<file path="src/rtl/unidade_entrada.sv">
// Input-port controller: stalls the CPU on an input instruction, waits for a debounced
// confirm press, latches the switch word and pulses pronto. Optional wait timeout: ENTRADA_TIMEOUT_EN.
module unidade_entrada #(
  parameter int DATA_W          = 16,
  parameter int DEBOUNCE_CYCLES = 50000,
  parameter int TIMEOUT_CYCLES  = 1000000
) (
  input  logic              clk,
  input  logic              rst_n,
  input  logic              req,
  input  logic [DATA_W-1:0] chaves,
  input  logic              botao,
  output logic [DATA_W-1:0] dado,
  output logic              pronto,
  output logic              parar,
  output logic              expirou,
  output logic [2:0]        estado_dbg
);

  typedef enum logic [2:0] {
    OCIOSO        = 3'd0,
    ESPERA_SOLTO  = 3'd1,
    ESPERA_APERTO = 3'd2,
    CAPTURA       = 3'd3,
    FIM           = 3'd4
  } estado_t;

  localparam int CNT_W = (DEBOUNCE_CYCLES > 2) ? $clog2(DEBOUNCE_CYCLES) : 1;
  localparam logic [CNT_W-1:0] CNT_MAX = CNT_W'(DEBOUNCE_CYCLES - 1);

  estado_t           estado_q, estado_d;
  logic [DATA_W-1:0] dado_q, dado_d;
  logic              s1_q, s2_q;
  logic              deb_q, deb_d;
  logic [CNT_W-1:0]  cnt_q, cnt_d;

  // Debounce: the level changes only after CNT_MAX+1 consecutive differing samples.
  always_comb begin
    deb_d = deb_q;
    cnt_d = '0;
    if (s2_q != deb_q) begin
      if (cnt_q == CNT_MAX) begin
        deb_d = s2_q;
      end else begin
        cnt_d = cnt_q + 1'b1;
      end
    end
  end

`ifdef ENTRADA_TIMEOUT_EN
  localparam logic [31:0] TO_MAX = 32'(TIMEOUT_CYCLES - 1);
  logic [31:0] espera_q, espera_d;
  logic        expirou_q, expirou_d;

  assign espera_d = (estado_q == ESPERA_APERTO) ? espera_q + 32'd1 : 32'd0;
  assign expirou  = expirou_q;
`else
  assign expirou = 1'b0;
`endif

  always_comb begin
    estado_d = estado_q;
    dado_d   = dado_q;
`ifdef ENTRADA_TIMEOUT_EN
    expirou_d = 1'b0;
`endif
    case (estado_q)
      OCIOSO: begin
        if (req) estado_d = ESPERA_SOLTO;
      end
      ESPERA_SOLTO: begin
        // A press still held from the previous input must be released first.
        if (!req)        estado_d = OCIOSO;
        else if (!deb_q) estado_d = ESPERA_APERTO;
      end
      ESPERA_APERTO: begin
        if (!req) begin
          estado_d = OCIOSO;
        end else if (deb_q) begin
          estado_d = CAPTURA;
          dado_d   = chaves;
        end
`ifdef ENTRADA_TIMEOUT_EN
        else if (espera_q == TO_MAX) begin
          estado_d  = CAPTURA;
          dado_d    = '0;
          expirou_d = 1'b1;
        end
`endif
      end
      CAPTURA: begin
        estado_d = FIM;
      end
      FIM: begin
        if (!req) estado_d = OCIOSO;
      end
      default: begin
        estado_d = OCIOSO;
      end
    endcase
  end

  always_ff @(posedge clk) begin
    if (!rst_n) begin
      estado_q <= OCIOSO;
      dado_q   <= '0;
      s1_q     <= 1'b0;
      s2_q     <= 1'b0;
      deb_q    <= 1'b0;
      cnt_q    <= '0;
`ifdef ENTRADA_TIMEOUT_EN
      espera_q  <= 32'd0;
      expirou_q <= 1'b0;
`endif
    end else begin
      estado_q <= estado_d;
      dado_q   <= dado_d;
      s1_q     <= botao;
      s2_q     <= s1_q;
      deb_q    <= deb_d;
      cnt_q    <= cnt_d;
`ifdef ENTRADA_TIMEOUT_EN
      espera_q  <= espera_d;
      expirou_q <= expirou_d;
`endif
    end
  end

  assign dado       = dado_q;
  assign pronto     = (estado_q == CAPTURA);
  // Combinational in req so the stall starts the same cycle the instruction arrives.
  assign parar      = req & ((estado_q == OCIOSO) | (estado_q == ESPERA_SOLTO) |
                             (estado_q == ESPERA_APERTO));
  assign estado_dbg = estado_q;

endmodule

</file>
<file path="config.mk">
export PLATFORM = sky130hd
export DESIGN_NAME = unidade_entrada
export DESIGN_NICKNAME = d
export VERILOG_FILES = /design/src/rtl/unidade_entrada.sv
export SDC_FILE = /design/constraint.sdc
export NUM_CORES = 1
export LEC_CHECK = 0
export CAP_MARGIN = 20
export CORE_MARGIN = 2
export CORE_UTILIZATION = 30
export CTS_BUF_LIST = sky130_fd_sc_hd__clkbuf_8
export DETAILED_ROUTE_END_ITERATION = 8
export GPL_ROUTABILITY_DRIVEN = 0
export PLACE_DENSITY = 0.61
export SETUP_SLACK_MARGIN = 0.02
export SLEW_MARGIN = 20
export SYNTH_ARGS = -nofsm -noshare
export SYNTH_HDL_FRONTEND = slang
export SYNTH_SLANG_ARGS = --single-unit
</file>
<file path="constraint.sdc">
create_clock -name clk -period 1.35 [get_ports clk]
set_clock_uncertainty 0.05 [all_clocks]
set_input_delay 0.135 -clock clk [delete_from_list [all_inputs] [get_ports clk]]
set_output_delay 0.135 -clock clk [all_outputs]
set_load 0.05 [all_outputs]
</file>
### Word level (Yosys, flattened, before mapping)

Index checks and enable logic that the tools add are counted.

* word-level logic and storage cells: 34
* output and inout port bits: 22
* register bits after elaboration: 38
* input bits: 20

* mux-type cells: 7
* bitwise gates (word level): 5
* add/sub/neg operators: 1
* equal/unequal tests: 10
* reduce and logical (&&, ||, !) cells: 5

Operators by type and width (count)
* $mux 3: 6
* $add 16x1->16 const B: 1
* $eq 16x16->1 const B: 1
* $pmux 3 s5: 1
* $eq 3x2->1 const B: 2
* $ne 3x3->1 const B: 2
* $ne 2x2->1 const B: 2
* $reduce_and 4->1: 1
* $eq 3x1->1 const B: 1
* $eq 3x3->1 const B: 1
* $logic_not 3->1: 1
* $reduce_and 3->1: 1
* $reduce_or 3->1: 1
* $not 1->1: 2
* $or 1x1->1: 2
* $reduce_and 2->1: 1
* $and 1x1->1: 1
* $ne 1x1->1: 1

### Longest topological paths before layout

* word-level depth: 4
* depth in mapped cells: 6

### Worst setup path after synthesis

No wires, ideal clock.

* kind: register to register
* start point: register estado_q[1] (netlist: estado_dbg[1])
* end point: register estado_q[2] (netlist: estado_dbg[2])
* path slack: -495 ps
* stages on the path, launching flop included: 4
* data required time: 1240 ps
* arrival: 1735 ps
* path through: dfxtp_1 nand2_1 nor2_1 o21a_1

* elaborated cells between the ends (all ways): 11

RTL lines
* from (decl): RTL line 31 `estado_t estado_q, estado_d;`
* from (signal assigned): RTL line 116 `estado_q <= estado_d;`
* $eq 3x2->1
* via pronto: RTL line 14 `output logic pronto,`
* $pmux 3 s5: RTL line 67 `case (estado_q)`

The timed path passes the listed nets, and every way through them passes these cells.
A chain may end at the register's enable or synchronous reset.

### Final worst setup path

* start point: register cnt_q[4]
* end point: register cnt_q[11]

* longest elaborated chain between the ends: 2
* elaborated cells between the ends (all ways): 3

RTL lines
* from (decl): RTL line 35 `logic [CNT_W-1:0] cnt_q, cnt_d;`
* from (signal assigned): RTL line 121 `cnt_q <= cnt_d;`
* parallel branches: the longest is 2 deep, another holds $add 16x1->16

Parallel ways; which one is timed is not known.

==> flow_summary.toml <==
[die]
core-area_um2 = 5140
die-height_um = 77.24
fp-row-count = 26
fp.dieW_um = 77.24
initial_utilization_pct = 31.30
die_area_um2 = 5965
io_pins = 42

[synth]
synth-adder-area-share_pct = 0.7776
synth-xor-area-share_pct = 8.165
syn_area_um2 = 1609
ys_seq_area_share_pct = 47.28
yosys.area.top_type = "dfxtp_1"
ys_types = 32
synthTopCellsByArea = "dfxtp_1 47%, nand2_1 8.4%, xnor2_1 6.0%"
synth_area_per_cell_um2 = 9.040
ys_ff_latch = 38
synth_top_family_by_area = "simple AND/OR/NAND/NOR gates"
synthSimpleGateAreaFrac_pct = 30.40
netlist.area_leader.share_pct = 47.28
synthCells = 178
syn-num-nets = 199
synth_compound_area_share_pct = 8.554
ys_warn_count = 0
synth.area.mux_share_pct = 0.6221

[pwr]
comb_power_share_pct = 7.4
seqPwrFrac_pct = 54.9
p_clk_share_pct = 37.7
p_per_area_nw_per_um2 = 765.8
power_leakage_nw = 1.024
swShare_pct = 21.46
ir_worst_vdd_mv = 0.6032
p_sw_mw = 0.4427
p_int_mw = 1.620

[route]
postRouteAntennaNets = 0
routed_wirelength_um = 3591
drc = 0
drt_iter0_drc = 39
drt-pass1-iter-count = 4
viasPerCell = 4.337
dr_total_vias = 1366
routedWlPerCell_um = 11.40

[run]
drv_cap = 0

[final_layout]
final_cell_mix = "35 x nand2_1, 29 x dfxtp_1, 23 x buf_4, 23 x buf_12, 19 x clkdlybuf4s50_1"
final_common_cell = "nand2_1"
fin_util_pct = 52.41
fill_cells = 481
drive_gt1_share_pct = 34.69
syn_to_final_growth_pct = 67.42
nets = 265
antenna_cells = 0

[setup_path]
path_max_fanout = 6
crit_chain = "buf_4, nand3_4, clkbuf_2, nor3_1, xnor2_1, nor2_2"
crit_required_ns = 1.47
start_kind = "register"
end_kind = "register"
critical_path_class = "reg2reg"
worstPathBufferInverterCount = 2
max_stage_delay_ns = 0.35
slowest_stage = "dfxtp_1"
cp.arrival_ns = 1.49
critPathTopFamily = "simple AND/OR/NAND/NOR gates"

[timing]
setup_ws_ns = -0.02238
finalSetupViolations = 4
rsz0062_at_grt = "true"
final.min_clock_period_ns = 1.372
setup_tns_ns = -0.05322
max_freq_mhz = 728.7
finalHoldViolCount = 0
slew_violations = 0
post-route-period-util_pct = 101.7

[grt]
grt_pass1_vias = 1359
grt_start_max_net_pins = 17
track_usage_pct = 13.10
grt_pass1_wl_um = 6203
grt_antenna_before_repair = 0
overflow = 0

[clock_tree]
clkLatencyLatePin_ns = 0.28
cts-hold-fix-buffers = 0
path_clk_slew_ns = 0.07
cts_buffers = 5
cts_tree = "yes"
clk_path_buf_depth = 2
h-tree-depth = 2
root_buffer = "clkbuf_8"
cts.sinks = 38

[min_path]
hp-class = "in2reg"

[placement]
portBuffers = 40
hpwl_um = 2570

[run_status]
violations = "setup timing"
outcome = "complete, but fails checks"
==> layout make-up <==
| class | instances | area [um2] | area share, % |
|---|---|---|---|
| clock buffer | 6 | 82.58 | 3.065 |
| clock inverter | 2 | 8.758 | 0.3251 |
| inverter | 5 | 18.77 | 0.6967 |
| multi-input combinational | 128 | 885.9 | 32.88 |
| sequential | 38 | 782.0 | 29.03 |
| tap | 70 | 87.58 | 3.251 |
| timing repair buffer | 66 | 828.3 | 30.75 |
==> cell usage after synthesis <==
library cell   n
buf_4          3
nand4_2        1
nor2_2         2
nand3_1        6
and3_1         3
nor4b_1        2
nor3_1         4
and2_1         3
a21oi_1        2
buf_6          1
nor2b_1        3
inv_1          5
nor4bb_1       1
dfxtp_1       38
nand4_4        1
xnor2_1       11
nor2_1        18
nor4_2         4
nand2_1       36
xor2_1         4
clkbuf_1       3
nand2b_1       1
a21boi_1      10
conb_1         1
a21boi_0       6
nand4_1        2
nand3b_1       1
nand3_2        2
o21a_1         1
mux2i_1        1
ha_1           1
and4b_1        1
==> worst min-delay path: stages <==
cell	delay (ns)
clkdlybuf4s50_1	0.39
nand2_1	0.05
a21boi_1	0.05
==> timing repair <==
action / in CTS / in global routing
resized for setup: 18 / 3
endpoints found under the setup margin: 18 / 23
setup buffers: 2 / 2
pin swaps: 5 / 2
==> state kept, by name, indices dropped and copies added, names as in the netlist <==
register and count:
cnt_q 16, dado 16, estado_dbg 3, deb_q 1, s1_q 1, s2_q 1
==> power by group through the flow <==
stage / clock network (mW) / registers [mW] / logic, mW
6_report: 0.778 / 1.13 / 0.153
5_1_grt: 0.872 / 1.13 / 0.163
4_1_cts: 0.810 / 1.13 / 0.153
3_5_place_dp: 0 / 1.16 / 0.154
3_3_place_gp: 0 / 1.16 / 0.154
2_1_floorplan: 0 / 1.17 / 0.0475
==> per-stage QoR <==
stage	instance area [um2]	setup slack (ns)	hold WS, ns	std cells	total power [mW]
3_5_place_dp	2496	-0.1976	0.3715	304	1.311
5_1_grt	2694	-0.09596	0.3574	315	2.168
4_1_cts	2673	-0.02677	0.3416	313	2.095
2_1_floorplan	1647	0.03724	0.2123	178	1.216
6_report	2694	-0.02238	0.3487	315	2.063
3_3_place_gp	2496	-0.1328	0.3641	304	1.311
==> per-layer routing <==
metal / up-vias / track usage, % / routed length, um / part of all wire (%)
met2: 19 / 22.78 / 1880 / 52
met4: 0 / 5.536 / 56 / 1.6
li1: 719 / - / - / -
met5: - / 0 / 0 / 0
met3: 4 / 3.647 / 103 / 2.9
met1: 624 / 14.97 / 1550 / 43
==> path summary, 6_finish.rpt <==
| check | to | slack, ns | cells after the start | from |
|---|---|---|---|---|
| hold / removal | dado[9] | 0.35 | 3 | chaves[9] |
| setup / recovery | cnt_q[11] | -0.02 | 6 | cnt_q[4] |
| setup reg to reg | cnt_q[11] | -0.02 | 6 | cnt_q[4] |
| hold reg to reg | s2_q | 0.39 | 1 | s1_q |
==> kinds of logic after synthesis <==
family / count (synthesis)
simple gates: 91
flops: 38
compound gates: 19
xor+xnor: 15
buf+inv: 12
fa+ha+maj: 1
other cells: 1
mux: 1
Note: power is estimated with default switching activity, not from simulation.
